==> config.mk <==
export PLATFORM = sky130hd
export DESIGN_NAME = pc_fetch_unit
export DESIGN_NICKNAME = d
export VERILOG_FILES = /design/src/rtl/riscv_pkg.sv /design/src/rtl/fetch_queue.sv /design/src/rtl/pc_fetch_unit.sv
export SDC_FILE = /design/constraint.sdc
export NUM_CORES = 1
export LEC_CHECK = 0
export BUFFER_PORTS_ARGS = -buffer_cell sky130_fd_sc_hd__buf_4
export CAP_MARGIN = 20
export CORE_AREA = 5 5 102 152
export CTS_CLUSTER_DIAMETER = 200
export DETAILED_ROUTE_END_ITERATION = 12
export DIE_AREA = 0 0 107 157
export GPL_TIMING_DRIVEN = 0
export HOLD_SLACK_MARGIN = 0.12
export PLACE_DENSITY = 0.8
export SYNTH_ARGS = -nofsm -noshare
export SYNTH_HDL_FRONTEND = slang
export SYNTH_HIERARCHICAL = 1
export SYNTH_SLANG_ARGS = --single-unit
==> constraint.sdc <==
create_clock -name clk -period 8.4 [get_ports clk]
set_input_delay 1.26 -clock clk [delete_from_list [all_inputs] [get_ports clk]]
set_output_delay 1.26 -clock clk [all_outputs]
set_load 0.05 [all_outputs]
==> src/rtl/riscv_pkg.sv <==
`default_nettype none
// ============================================================================
// Module  : riscv_pkg
// Brief   : Shared widths, constants and fetch-state encoding.
// Revision: 1.0
// ============================================================================
package riscv_pkg;

  localparam int          XLEN             = 32;
  localparam logic [31:0] NOP              = 32'h0000_0013;
  localparam logic [31:0] DEFAULT_RESET_PC = 32'h0000_0000;

  typedef enum logic [1:0] {
    FETCH_BOOT   = 2'd0,
    FETCH_RUN    = 2'd1,
    FETCH_HALTED = 2'd2
  } fetch_state_t;

  // Instruction fetch is word-aligned; low two bits are always dropped.
  function automatic logic [XLEN-1:0] align_pc(input logic [XLEN-1:0] addr);
    return {addr[XLEN-1:2], 2'b00};
  endfunction

endpackage
`default_nettype wire

==> src/rtl/fetch_queue.sv <==
`default_nettype none
// ============================================================================
// Module  : fetch_queue
// Brief   : Two-entry FIFO of {pc, instr} with registered head and flush.
// Revision: 1.0
// ============================================================================
module fetch_queue
  import riscv_pkg::*;
(
  input  logic            clk,
  input  logic            rst,
  input  logic            flush,
  input  logic            push,
  input  logic            pop,
  input  logic [XLEN-1:0] push_pc,
  input  logic [XLEN-1:0] push_instr,
  output logic [1:0]      count,
  output logic            valid,
  output logic [XLEN-1:0] head_pc,
  output logic [XLEN-1:0] head_instr
);

  logic [1:0]      r_count;
  logic [XLEN-1:0] r_head_pc;
  logic [XLEN-1:0] r_head_instr;
  logic [XLEN-1:0] r_tail_pc;
  logic [XLEN-1:0] r_tail_instr;

  logic w_pop_ok;
  logic w_push_ok;

  // Guards keep the occupancy inside 0..2 regardless of caller behaviour.
  assign w_pop_ok  = pop && (r_count != 2'd0);
  assign w_push_ok = push && ((r_count != 2'd2) || w_pop_ok);

  always_ff @(posedge clk or posedge rst) begin
    if (rst) begin
      r_count      <= 2'd0;
      r_head_pc    <= '0;
      r_head_instr <= '0;
      r_tail_pc    <= '0;
      r_tail_instr <= '0;
    end else if (flush) begin
      r_count <= 2'd0;
    end else begin
      case ({w_push_ok, w_pop_ok})
        2'b10: begin
          if (r_count == 2'd0) begin
            r_head_pc    <= push_pc;
            r_head_instr <= push_instr;
          end else begin
            r_tail_pc    <= push_pc;
            r_tail_instr <= push_instr;
          end
          r_count <= r_count + 2'd1;
        end
        2'b01: begin
          r_head_pc    <= r_tail_pc;
          r_head_instr <= r_tail_instr;
          r_count      <= r_count - 2'd1;
        end
        2'b11: begin
          if (r_count == 2'd1) begin
            r_head_pc    <= push_pc;
            r_head_instr <= push_instr;
          end else begin
            r_head_pc    <= r_tail_pc;
            r_head_instr <= r_tail_instr;
            r_tail_pc    <= push_pc;
            r_tail_instr <= push_instr;
          end
        end
        default: ;
      endcase
    end
  end

  assign count      = r_count;
  assign valid      = (r_count != 2'd0);
  assign head_pc    = r_head_pc;
  assign head_instr = r_head_instr;

endmodule
`default_nettype wire

==> src/rtl/pc_fetch_unit.sv <==
`default_nettype none
// ============================================================================
// Module  : pc_fetch_unit
// Brief   : PC generator and BOOT/RUN/HALTED fetch control feeding a 2-deep queue.
// Revision: 1.0
// ============================================================================
module pc_fetch_unit
  import riscv_pkg::*;
#(
  parameter logic [31:0] RESET_PC = DEFAULT_RESET_PC,
  parameter int          QDEPTH   = 2
) (
  input  logic        clk,
  input  logic        rst,
  output logic [31:0] PC,
  input  logic [31:0] instr_in,
  input  logic        redirect_valid,
  input  logic [31:0] redirect_target,
  input  logic        halt_req,
  output logic        out_valid,
  input  logic        out_ready,
  output logic [31:0] out_instr,
  output logic [31:0] out_pc
);

  localparam logic [1:0] c_qdepth = 2'(QDEPTH);

  fetch_state_t r_state;
  fetch_state_t w_state_nxt;
  logic [31:0]  r_pc;
  logic [31:0]  w_pc_nxt;
  logic         w_push;
  logic         w_pop;
  logic         w_flush;
  logic         w_full;
  logic [1:0]   w_count;
  logic         w_valid;

  assign w_full = (w_count == c_qdepth);

  always_ff @(posedge clk or posedge rst) begin
    if (rst) begin
      r_state <= FETCH_BOOT;
      r_pc    <= RESET_PC;
    end else begin
      r_state <= w_state_nxt;
      r_pc    <= w_pc_nxt;
    end
  end

  // Redirect outranks everything: flush, load aligned target, resume fetching.
  always_comb begin
    w_state_nxt = r_state;
    w_pc_nxt    = r_pc;
    w_push      = 1'b0;
    w_flush     = 1'b0;
    w_pop       = w_valid && out_ready;
    if (redirect_valid) begin
      w_flush     = 1'b1;
      w_pop       = 1'b0;
      w_pc_nxt    = align_pc(redirect_target);
      w_state_nxt = FETCH_RUN;
    end else begin
      case (r_state)
        FETCH_BOOT: begin
          w_state_nxt = FETCH_RUN;
        end
        FETCH_RUN: begin
          if (halt_req) begin
            w_state_nxt = FETCH_HALTED;
          end else if (!w_full || w_pop) begin
            w_push   = 1'b1;
            w_pc_nxt = r_pc + 32'd4;
          end
        end
        FETCH_HALTED: ;
        default: w_state_nxt = FETCH_BOOT;
      endcase
    end
  end

  fetch_queue u_fetch_queue (
    .clk        (clk),
    .rst        (rst),
    .flush      (w_flush),
    .push       (w_push),
    .pop        (w_pop),
    .push_pc    (r_pc),
    .push_instr (instr_in),
    .count      (w_count),
    .valid      (w_valid),
    .head_pc    (out_pc),
    .head_instr (out_instr)
  );

  assign PC        = r_pc;
  assign out_valid = w_valid;

endmodule
`default_nettype wire

[After elaboration in Yosys (flattened, before gate mapping)]
Cells that the tools add are included.
Storage, ports and cells
  output and inout bits: 97
  input port bits: 69
  word-level logic and storage cells: 70
  bits in registers: 164
Cells by class
  reductions and logical operators: 18
  equal/unequal tests: 14
  bitwise gates (word level): 1
  add/sub/neg operators: 3
  muxes and demuxes: 27
Operator list (number)
  two-way mux 32 bit: 12
  case mux 32 bit (3 select lines): 2
  case mux 32 bit (2 select lines): 2
  adder 32 x 3 -> 32 bit (second input constant): 1
  != test 2 bit (second input constant): 5
  equality test 2 bit (second input constant): 4
  nonzero test 2 bit: 4
  equality test 2 x 1 -> 1 bit (second input constant): 3
  two-way mux 1 bit: 6
  two-way mux 2 bit: 3
  case mux 2 bit (3 select lines): 1
  AND reduction 3 bit: 2
  nonzero test 3 bit: 2
  logical NOT 2 bit: 2
  case mux 2 bit (2 select lines): 1
  AND reduction 4 bit: 1
  logical AND 1 bit: 3
  != test 3 bit (second input constant): 1
  adder 2 x 1 -> 2 bit (second input constant): 1
  logical OR 1 bit: 2
  != test 2 x 1 -> 1 bit (second input constant): 1
  AND reduction 2 bit: 1
  subtractor 2 x 1 -> 2 bit (second input constant): 1
  logical NOT 1 bit: 1
  NOT 1 bit: 1

[Longest topological paths before layout]
Gate-level depths: netlist (run 1).
  depth in word-level cells: 11
  mapped depth: 13
  depth with buffers taken out: 10

[Cells and area by module]
Netlist (run 1), hierarchy kept.
By module, submodules not included
  fetch_queue: cells each 438, instances 1, sequential area each 3253.1 um2, area an instance 5559.1 um2
  pc_fetch_unit: cells each 235, instances 1, sequential area each 800.8 um2, area an instance 2013.2 um2

[Worst setup path before layout (run 1)]
Ideal clock, no wire load.
  kind: input port to flip-flop
  from: input port redirect_valid
  to: register u_fetch_queue.r_tail_instr[4]
  arrival: 3109 ps
  path buffers: 4
  stages on the path: 8
  slack: 5164 ps
  data required time: 8273 ps
  cells stage by stage: clkbuf_1 -> buf_1 -> clkbuf_1 -> nor2_1 -> mux2i_1 -> nand3_4 -> buf_6 -> mux2_1
On the way
  longest elaborated chain between the ends: 7
RTL lines
  start: declaration: RTL line pc_fetch_unit.sv:17  | input logic redirect_valid,
  two-way mux 1 bit (*): RTL line pc_fetch_unit.sv:58  | if (redirect_valid) begin
  named net w_pop: RTL line pc_fetch_unit.sv:33  | logic w_pop;
  logical AND 1 bit (*): RTL line fetch_queue.sv:33  | assign w_pop_ok = pop && (r_count != 2'd0);
  logical OR 1 bit: RTL line fetch_queue.sv:34  | assign w_push_ok = push && ((r_count != 2'd2) || w_pop_ok);
  logical AND 1 bit: RTL line fetch_queue.sv:34
  equality test 2 bit: RTL line fetch_queue.sv:46  | case ({w_push_ok, w_pop_ok})
  != test 2 bit (no source line) / nonzero test 2 bit (equally long branches)
  AND reduction 4 bit (no source line)
  end signal: assignment: RTL line fetch_queue.sv:53  | r_tail_instr <= push_instr;
  end signal: assignment: RTL line fetch_queue.sv:70  | r_tail_instr <= push_instr;
  end: declaration: RTL line fetch_queue.sv:27  | logic [XLEN-1:0] r_tail_instr;
The timed path passes the listed nets; every way through them passes the cells marked *.
A chain may end at the register's enable or synchronous reset.

[Worst setup path in the final report (run 1)]
  from: input port redirect_valid
  to: register u_fetch_queue.r_head_pc[18] (netlist: u_fetch_queue/head_pc[18])
RTL lines
  two-way mux 1 bit (*): RTL line pc_fetch_unit.sv:58
  named net w_push: RTL line pc_fetch_unit.sv:32  | logic w_push;
  logical AND 1 bit (*): RTL line fetch_queue.sv:34
  equality test 2 bit / equality test 2 x 1 -> 1 bit (equally long branches): RTL line fetch_queue.sv:46
  != test 2 x 1 -> 1 bit (no source line) / nonzero test 3 bit (equally long branches)
  AND reduction 3 bit (no source line)
  end signal: assignment: RTL line fetch_queue.sv:49  | r_head_pc <= push_pc;
  end signal: assignment: RTL line fetch_queue.sv:58  | r_head_pc <= r_tail_pc;
  end signal: assignment: RTL line fetch_queue.sv:64  | r_head_pc <= push_pc;
  end: declaration: RTL line fetch_queue.sv:24  | logic [XLEN-1:0] r_head_pc;
Marked as above.

==> reports/results.ini, run 1 <==
[pwr]
p_per_area_nw_per_um2 = 348
p_leak_nw = 4.83
finalPower_mw = 3.36
peakVddDrop_mv = 0.167

[synth]
ys_types = 47
synth_compound_area_frac = 0.100
ys_seq_elements = 162
synth_area_leaders = dfrtp_1 54%, mux2_2 9.2%, mux2i_1 8.9%, a21oi_1 4.7%, nor2_1 4.2%
synth_top_family_by_area = multiplexers
synth_edf_count = 0
yosysTopAreaCell = dfrtp_1
synthSimpleGateAreaFrac = 0.119
async_reset_ff_frac = 1.00
synth-seq-area-share = 0.535
synth_area_per_cell_um2 = 11.3
yosys-mux-area-fraction = 0.188
synth_ff_type = dfrtp_1
synth-warning-count = 6
syn_area_um2 = 7570
synth-xor-area-share = 0.00578
synthAdderAreaFrac = 0.00661
synth_cells = 673
synth_top_area_frac = 0.535

[worst_setup_path]
cp-end-kind = register
critPathRequiredTime_ns = 8.67
cp_max_fo = 10
critPathLaunchType = input port
crit_type = in2reg
arrival_ns = 3.95

[global_routing]
grt_max_degree = 86
grt_pass1_wl_mm = 33.3
first_global_vias = 6588
grt_overflow = 0
antenna_found_initial = 0
track_usage = 0.249

[detailed_routing]
vias = 6134
wire_per_inst_um = 19.6
vias_per_cell = 5.91
ant_nets = 0
totalWireLength_mm = 20.3
first_pass_iters = 5
first_iter_violations = 287
drc = 0

[timing]
slew_headroom = 0.286
final_hold_viol_count = 0
finClkSkew_ns = 0.0108
rsz0062_at_grt = false
slew_violations = 0
fin_ws_ns = 4.72
tns_ns = 0
fmax_mhz = 272
finalSetupViolations = 0
period_needed_ns = 3.68
min_period_over_period = 0.438
worst_pin_slew_ns = 1.06

[floorplan]
rows = 53
die_y_um = 157
die_area_um2 = 16800
start_util = 0.544
core-area_um2 = 13900
io_pins = 166
dieWidth_um = 107

[finish]
nFillCells = 1023
antennaDiodeCount = 0
area_growth_pct = 27.6
nets = 933
drive_gt1_frac = 0.329

[cts]
htreeDepth = 4
cts_tree = yes
clkTransAtPathRegs_ns = 0.07
holdBufCountCts = 0
numCtsBuffers = 17
cts_max_path_buffers = 2
root_buffer = clkbuf_16
clock-sinks = 162
cts_setup_buffers = 0
ctsResizeCount = 0
insertion_delay_ns = 0.42

[min_path]
hold_class = reg2reg

[run_status]
outcome = finished clean

[placement]
place_congestion = 0.880
io_buffers = 161
place_hpwl_mm = 14.7
place_ws_ns = 4.33

[run]
drv_cap = 0

[final timing paths]
kind | start | to | slack (ns) | cells past startpoint
max in group asynchronous | rst | u_fetch_queue/head_pc[30] | 6.79 | 3
hold / removal | r_state[0] | r_state[1] | 0.47 | 1
setup / recovery | redirect_valid | u_fetch_queue/head_pc[18] | 4.72 | 11
setup reg to reg | u_fetch_queue/count[0] | u_fetch_queue/head_pc[18] | 5.26 | 12
hold reg to reg | r_state[0] | r_state[1] | 0.47 | 1
min in group asynchronous | rst | u_fetch_queue/r_tail_pc[14] | 0.86 | 2
[critical path, cell delays in order]
cell      delay, ns
buf_4          0.15
clkbuf_1       0.25
inv_2          0.24
clkbuf_1       0.49
and2_1         0.20
buf_2          0.19
nand3b_1       0.09
a21oi_1        0.17
buf_2          0.30
clkbuf_1       0.47
a21oi_1        0.13
[kinds of logic (layout without fill, tap and decap cells)]
| group | after synthesis | after routing |
|---|---|---|
| adders and majority gates | 4 | 4 |
| buffers and inverters | 55 | 250 |
| xor gates and xnor gates | 5 | 5 |
| DFF | 162 | 162 |
| and+or+nand+nor | 183 | 183 |
| muxes | 134 | 134 |
| other | 1 | 6 |
| AOI/OAI and AO/OA | 129 | 129 |
[layout make-up]
type | instances | area [um2] | area share
Clock inverter | 13 | 150 | 0.0155
Sequential cell | 162 | 4050 | 0.420
Buffer | 46 | 303 | 0.0313
Timing Repair Buffer | 163 | 1260 | 0.131
Inverter | 9 | 38.8 | 0.00402
Tap cell | 165 | 206 | 0.0214
Multi-Input combinational cell | 461 | 3200 | 0.331
Clock buffer | 19 | 443 | 0.0459
[cells in the mapped netlist (2+ instances only)]
| cell type | count |
|---|---|
| a211o_1 | 4 |
| a211oi_1 | 6 |
| a21o_1 | 2 |
| a21oi_1 | 71 |
| a22oi_1 | 3 |
| a31oi_1 | 12 |
| and2_1 | 4 |
| and3_1 | 3 |
| and4_1 | 3 |
| buf_1 | 2 |
| buf_2 | 11 |
| buf_4 | 3 |
| buf_6 | 14 |
| clkbuf_1 | 16 |
| dfrtp_1 | 162 |
| ha_1 | 4 |
| inv_1 | 8 |
| mux2_1 | 5 |
| mux2_2 | 62 |
| mux2i_1 | 67 |
| nand2_1 | 23 |
| nand3_1 | 22 |
| nand4_1 | 9 |
| nand4b_1 | 2 |
| nor2_1 | 84 |
| nor2b_1 | 6 |
| o211ai_1 | 5 |
| o21ai_0 | 11 |
| o311ai_0 | 2 |
| o31ai_1 | 10 |
| or3_1 | 3 |
| or4_1 | 16 |
| xnor2_1 | 3 |
| xor2_1 | 2 |
[sequential cells by signal (all words and copies together) (netlist names)]
| register | flops |
|---|---|
| u_fetch_queue/head_instr | 32 |
| u_fetch_queue/head_pc | 32 |
| u_fetch_queue/r_tail_instr | 32 |
| u_fetch_queue/r_tail_pc | 32 |
| PC | 30 |
| r_state | 2 |
| u_fetch_queue/count | 2 |
[metrics by stage]
stage / cells / instance area [um2] / hold WS (ns) / utilization
floorplan: 678 / 7590 / 0.429 / -
global placement: 1004 / 9010 / 0.443 / 0.647
detailed placement: 1006 / 9070 / 0.453 / 0.651
CTS: 1038 / 9660 / 0.470 / 0.694
global route: 1038 / 9660 / 0.497 / 0.694
finish: 1038 / 9660 / 0.473 / 0.694
[routing by layer]
layer  vias up  track usage  wire, um  share of wire
met4         0       0.0798       457          0.023
li1       2803            -         -              -
met3        37       0.0620      1320          0.065
met5         -            0         0              0
met2       260        0.444     10800           0.53
met1      3034        0.296      7760           0.38
[where the power goes]
part	leakage, nW	internal [mW]	switching [mW]
registers	1.94	1.07	0.187
logic	2.60	0.446	0.884
clock network	0.285	0.451	0.326
total	4.83	1.97	1.40
[placed cells by master (no fill, tap or decap), types with 3 or more instances in the layout]
| master | instances |
|---|---|
| clkbuf_16 | 17 |
| inv_1 | 7 |
| and4_1 | 3 |
| mux2_1 | 5 |
| o21ai_0 | 11 |
| clkinv_4 | 4 |
| mux2i_1 | 67 |
| nor2b_1 | 6 |
| clkbuf_1 | 17 |
| a22oi_1 | 3 |
| a211o_1 | 4 |
| conb_1 | 6 |
| ha_1 | 4 |
| or4_1 | 16 |
| or3_1 | 3 |
| o31ai_1 | 10 |
| buf_4 | 164 |
| buf_6 | 14 |
| a21oi_1 | 71 |
| and3_1 | 3 |
| and2_1 | 4 |
| buf_2 | 11 |
| o211ai_1 | 5 |
| a31oi_1 | 12 |
| dfrtp_1 | 162 |
| nand2_1 | 23 |
| xnor2_1 | 3 |
| nor2_1 | 84 |
| a211oi_1 | 6 |
| nand4_1 | 9 |
| nand3_1 | 22 |
| mux2_2 | 62 |
| inv_6 | 5 |
Power figures use the tool's default switching activity.
==> inputs of run 2 (changes only) <==
==> constraint.sdc (replaced) <==
create_clock -name clk -period 3.6 [get_ports clk]
set_input_delay 0.54 -clock clk [delete_from_list [all_inputs] [get_ports clk]]
set_output_delay 0.54 -clock clk [all_outputs]
set_load 0.05 [all_outputs]
==> run 2 against run 1 <==
  * Worst hold slack got worse by 0.28 ns
  * Cell count rose by 0.19%
  * Flip-flop and latch count did not move
  * Sequential power rose by 130%
  * Die area did not move
  * Utilization rose by 0.12 points
  * Wire length fell by 0.95%
  * Power rose by 130%
  * Via count rose by 0.88%
  * Final area rose by 0.17%
==> reports/results.ini, run 2 (synthesis results as in run 1) <==
[timing]
min_period_over_period = 0.863
finClkSkew_ns = 0.0115
rsz0062_at_grt = false
fmax_mhz = 322
final_hold_viol_count = 0
whs_ns = 0.192
period_needed_ns = 3.11
finalSetupViolations = 0
tns_ns = 0
slew_violations = 0
worst_pin_slew_ns = 1.04
fin_ws_ns = 0.492
slew_headroom = 0.306

[worst_setup_path]
cp_max_fo = 10
slowest_delay_ns = 0.47
arrival_ns = 3.38
path_cells = inv_1, ha_1, inv_1, nand2_1, a21oi_1, and2_1, buf_2, nand3b_1, a21oi_1, buf_2, clkbuf_1, a21oi_1
crit_type = reg2reg
cp-end-kind = register
cp_slowest_cell = clkbuf_1
path_common_cell = a21oi_1
critPathRequiredTime_ns = 3.87
critPathLaunchType = register

[global_routing]
first_global_vias = 6572
grt_overflow = 0
grt_pass1_wl_mm = 32.9
antenna_found_initial = 0
track_usage = 0.247
grt_max_degree = 40

[placement]
dp.cells = 1008
io_buffers = 161
place_congestion = 0.898
place_ws_ns = 0.293
place_area_um2 = 9100
place_hpwl_mm = 14.8

[pwr]
p_per_area_nw_per_um2 = 805
power_frac_comb = 0.398
peakVddDrop_mv = 0.460
power_switching_mw = 3.25
p_int_mw = 4.54
pwr-share-seq = 0.377
pwr-share-clk = 0.225
p_leak_nw = 4.82
sw_frac_of_total = 0.417

[floorplan]
rows = 53
dieWidth_um = 107
die_y_um = 157
start_util = 0.544
core-area_um2 = 13900
die_area_um2 = 16800
io_pins = 166

[cts]
insertion_delay_ns = 0.42
numCtsBuffers = 17
clock-sinks = 162
holdBufCountCts = 0
cts_max_path_buffers = 2
cts_setup_buffers = 0
ctsResizeCount = 0
cts_tree = yes
clkTransAtPathRegs_ns = 0.07
root_buffer = clkbuf_16
htreeDepth = 4

[finish]
layout_common_cells = 164 x buf_4, 162 x dfrtp_1, 84 x nor2_1, 71 x a21oi_1, 67 x mux2i_1
area_growth_pct = 27.8
final_cell_area_um2 = 9680
nets = 935
final_cells = 1040
drive_gt1_frac = 0.330
antennaDiodeCount = 0
mostFrequentLayoutCell = buf_4
nFillCells = 1020

[detailed_routing]
wl_met1_mm = 7.43
routed.top_layer = met4
wire_per_inst_um = 19.3
totalWireLength_mm = 20.1
wl_met3_mm = 1.52
first_pass_iters = 7
ant_nets = 0
routed-wl-met2_mm = 10.5
first_iter_violations = 342
vias_per_cell = 5.95
drc = 0
vias = 6188

[min_path]
hold_class = in2async

[run_status]
outcome = finished clean

[run]
drv_cap = 0

==> run 2: cell count changes in the layout (fill, tap and decap cells not counted) <==
cell,previous run,this run
bufinv_16,2,1
buf_16,2,1
inv_6,5,4
clkinvlp_4,2,5
clkinv_2,1,0
clkbuf_8,1,2
clkinv_4,4,3
buf_12,0,3
==> run 2: layer usage <==
metal,track usage,up-vias
li1,-,2803
met2,0.436,305
met1,0.289,3031
met5,0,-
met3,0.0554,49
met4,0.104,0
==> run 2: power by group through the flow <==
stage	Combinational [mW]	Sequential (mW)	Clock (mW)
global placement	3.04	2.91	0
floorplan	0.798	4.24	0
global route	3.27	3.03	1.87
detailed placement	3.12	2.96	0
finish	3.10	2.94	1.75
CTS	3.13	2.94	1.78
==> run 2: path summary, 6_finish.rpt <==
| kind | slack (ns) | cells after the start | from | end |
|---|---|---|---|---|
| min | 0.19 | 2 | rst | u_fetch_queue/r_tail_pc[9] |
| min reg2reg | 0.46 | 1 | r_state[0] | r_state[1] |
| max in group asynchronous | 2.55 | 4 | rst | u_fetch_queue/r_tail_pc[28] |
| max | 0.49 | 12 | u_fetch_queue/count[0] | u_fetch_queue/head_pc[19] |
| min in group clk | 0.34 | 3 | redirect_target[14] | PC[14] |
| max reg2reg | 0.49 | 12 | u_fetch_queue/count[0] | u_fetch_queue/head_pc[19] |
==> run 2: through the flow <==
| step | power [mW] | utilization |
|---|---|---|
| CTS | 7.85 | 0.695 |
| global route | 8.17 | 0.695 |
| detailed placement | 6.09 | 0.653 |
| floorplan | 5.03 | - |
| global placement | 5.95 | 0.647 |
| finish | 7.79 | 0.695 |
==> run 2: area by class of cell <==
class	instances	area, um2	area share
Clock buffer	20	457	0.0472
Clock inverter	12	121	0.0125
Sequential cell	162	4050	0.419
Multi-Input combinational cell	461	3200	0.331
Tap cell	165	206	0.0213
Buffer	46	303	0.0313
Inverter	9	37.5	0.00388
Timing Repair Buffer	165	1300	0.134
==> run 2: critical path, delay by kind of cell, from the launching register on <==
kind	cells	cell delay, ns
compound gates	3	0.67
simple gates	3	0.48
fa+ha+maj	1	0.25
buf+inv	5	1.16
flops	1	0.41
==> inputs of run 3 (changes only) <==
--- a/config.mk
+++ b/config.mk
@@ -7,14 +7,15 @@
 export LEC_CHECK = 0
 export BUFFER_PORTS_ARGS = -buffer_cell sky130_fd_sc_hd__buf_4
 export CAP_MARGIN = 20
-export CORE_AREA = 5 5 102 152
+export CELL_PAD_IN_SITES_DETAIL_PLACEMENT = 1
+export CELL_PAD_IN_SITES_GLOBAL_PLACEMENT = 1
+export CORE_AREA = 5 5 114 169
 export CTS_CLUSTER_DIAMETER = 200
 export DETAILED_ROUTE_END_ITERATION = 12
-export DIE_AREA = 0 0 107 157
+export DIE_AREA = 0 0 119 174
 export GPL_TIMING_DRIVEN = 0
 export HOLD_SLACK_MARGIN = 0.12
-export PLACE_DENSITY = 0.8
+export PLACE_DENSITY_LB_ADDON = 0.1
 export SYNTH_ARGS = -nofsm -noshare
 export SYNTH_HDL_FRONTEND = slang
-export SYNTH_HIERARCHICAL = 1
 export SYNTH_SLANG_ARGS = --single-unit
==> run 3 against run 2 <==
  * Sequential share of layout area down 0.87 points
  * Area after synthesis decreased by 0.12%
  * Flip-flop and latch count shrank 3
  * First-iteration DRC count down 37%
  * Combinational power increased by 18%
  * Worst setup slack improved by 0.32 ns
  * Die area increased by 23%
  * Clock power hardly changed
  * Largest power group unchanged
  * Highest routed layer unchanged
==> reports/results.ini, run 3 <==
[global_routing]
track_usage = 0.208
first_global_vias = 6277
antenna_found_initial = 0
grt_max_degree = 40
grt_pass1_wl_mm = 34.3
grt_overflow = 0

[worst_setup_path]
critPathLaunchType = register
cp-end-kind = register
slowest_delay_ns = 0.60
path_cells = inv_1, ha_1, nand2b_1, buf_2, a21oi_2, buf_2, mux2_2
critPathRequiredTime_ns = 3.91
cp_max_fo = 10
cp_slowest_cell = a21oi_2
arrival_ns = 3.09
regToRegStartpoint = u_fetch_queue.count[0]
r2r_slack_ns = 0.82
crit_type = reg2reg
path_common_cell = buf_2
reg2reg_to = u_fetch_queue.head_instr[25]
reg2regPathDepth = 7

[cts]
clkTransAtPathRegs_ns = 0.07
root_buffer = clkbuf_16
cts_setup_buffers = 0
htreeDepth = 4
clock-sinks = 159
cts_tree = yes
numCtsBuffers = 17
cts_max_path_buffers = 2
ctsResizeCount = 0
insertion_delay_ns = 0.42
holdBufCountCts = 0

[detailed_routing]
totalWireLength_mm = 20.8
drc = 0
wire_per_inst_um = 20.7
vias = 5524
ant_nets = 0
vias_per_cell = 5.49
first_iter_violations = 215
first_pass_iters = 4

[synth]
synth_ff_type = dfrtp_1
synthAdderAreaFrac = 0.00662
synth_compound_area_frac = 0.0748
netlist_top_cells_count = 164 x mux2_2, 159 x dfrtp_1, 25 x nand2_1
yosysTopAreaCell = dfrtp_1
synth-xor-area-share = 0.00811
synth_area_per_cell_um2 = 12.8
synth_top_family_by_area = multiplexers
synth-seq-area-share = 0.526
synth-warning-count = 0
syn_area_um2 = 7560
yosys-mux-area-fraction = 0.263
synth_cells = 591
synth_area_leaders = dfrtp_1 53%, mux2_2 24%, mux2_1 1.8%, a31oi_1 1.2%, nand2_1 1.2%
synthSimpleGateAreaFrac = 0.0816
ys_types = 48
synth_top_area_frac = 0.526
yosysMostFrequentCell = mux2_2
async_reset_ff_frac = 1.00
synth_edf_count = 0
ys_seq_elements = 159

[run_status]
outcome = finished clean

[pwr]
peakVddDrop_mv = 0.392
finalPower_mw = 8.38
p_leak_nw = 4.22
p_per_area_nw_per_um2 = 864

[floorplan]
io_pins = 166
dieWidth_um = 119
die_area_um2 = 20700
start_util = 0.427
core-area_um2 = 17700
die_y_um = 174
rows = 60

[placement]
place_hpwl_mm = 16.0
io_buffers = 161
place_congestion = 0.839

[min_path]
hold_class = in2async

[run]
drv_cap = 0

[finish]
drive_gt1_frac = 0.508
nFillCells = 1858
area_growth_pct = 28.2
mostFrequentLayoutCell = buf_4
layout_common_cells = 170 x buf_4, 164 x mux2_2, 159 x dfrtp_1, 25 x nand2_1, 18 x nor2_1
antennaDiodeCount = 0
nets = 849

[timing]
period_needed_ns = 2.78
slew_headroom = 0.526
fmax_mhz = 359
rsz0062_at_grt = false
finClkSkew_ns = 0.0118
worst_pin_slew_ns = 0.711
finalSetupViolations = 0
min_period_over_period = 0.774
final_hold_viol_count = 0
slew_violations = 0
tns_ns = 0

-- run 3: cell count changes in the layout (fill, tap and decap cells not counted), sizes merged, moves of 6 or more --
cell	change
a21oi	-64
mux2	+109
mux2i	-66
nand2b	+6
nand3	-9
nor2	-66
o21ai	+6
-- run 3: layout make-up --
class | instances | area (um2) | area share
inverters | 10 | 41.3 | 0.00426
multi-input cells | 382 | 3290 | 0.340
flip-flops and latches | 159 | 3980 | 0.410
clock buffers | 21 | 470 | 0.0485
clock inverters | 11 | 95.1 | 0.00981
repair buffers | 165 | 1290 | 0.133
well taps | 217 | 272 | 0.0280
plain buffers | 41 | 258 | 0.0266
-- run 3: worst max-delay path by stage --
| stage | to | start | slack [ns] |
|---|---|---|---|
| after floorplan | PC[10] | rst | 1.05 |
| after global placement | u_fetch_queue.head_pc[10] | rst | 0.02 |
| after detailed placement | u_fetch_queue.head_instr[25] | u_fetch_queue.count[1] | 0.83 |
| after CTS | u_fetch_queue.head_instr[25] | u_fetch_queue.count[0] | 0.82 |
| after global routing | u_fetch_queue.head_instr[25] | u_fetch_queue.count[1] | 0.68 |
| final | u_fetch_queue.head_instr[25] | u_fetch_queue.count[0] | 0.82 |
-- run 3: kinds of logic after synthesis --
group / Yosys count
AO/OA/AOI/OAI: 79
XOR/XNOR: 7
adder cells (fa/ha/maj): 4
buffers and inverters: 51
flip-flops: 159
multiplexers: 177
other: 1
AND/OR/NAND/NOR: 113
-- run 3: power by group --
part	leakage [nW]	internal [mW]	switching, mW
clock	0.269	0.954	0.763
sequential	1.88	2.54	0.449
combinational	2.07	1.44	2.23
total	4.22	4.93	3.45
-- run 3: per-stage QoR --
| step | worst slack [ns] | cells | cell area [um2] | utilization | hold slack [ns] |
|---|---|---|---|---|---|
| CTS | 0.816 | 1006 | 9700 | 0.547 | 0.182 |
| finish | 0.815 | 1006 | 9700 | 0.547 | 0.179 |
| floorplan | 1.05 | 592 | 7570 | - | 0.454 |
| global route | 0.685 | 1006 | 9700 | 0.547 | 0.215 |
| global placement | 0.0206 | 970 | 9050 | 0.511 | 0.464 |
| detailed placement | 0.828 | 974 | 9130 | 0.515 | 0.481 |
-- run 3: per-layer routing --
metal  global-route usage  share of wire  wire length (um)
met5                    0              0                 0
met4               0.0662          0.014               296
met3               0.0485          0.043               894
met2                0.377           0.54             11300
met1                0.239           0.40              8290
-- run 3: worst max-delay path: cells and delay by family (launching register included) --
kind                       cells  cell delay, ns
buffers and inverters          3            0.80
AOI/OAI and AO/OA              1            0.60
and+or+nand+nor                1            0.27
adders and majority gates      1            0.26
DFF                            1            0.35
muxes                          1            0.38
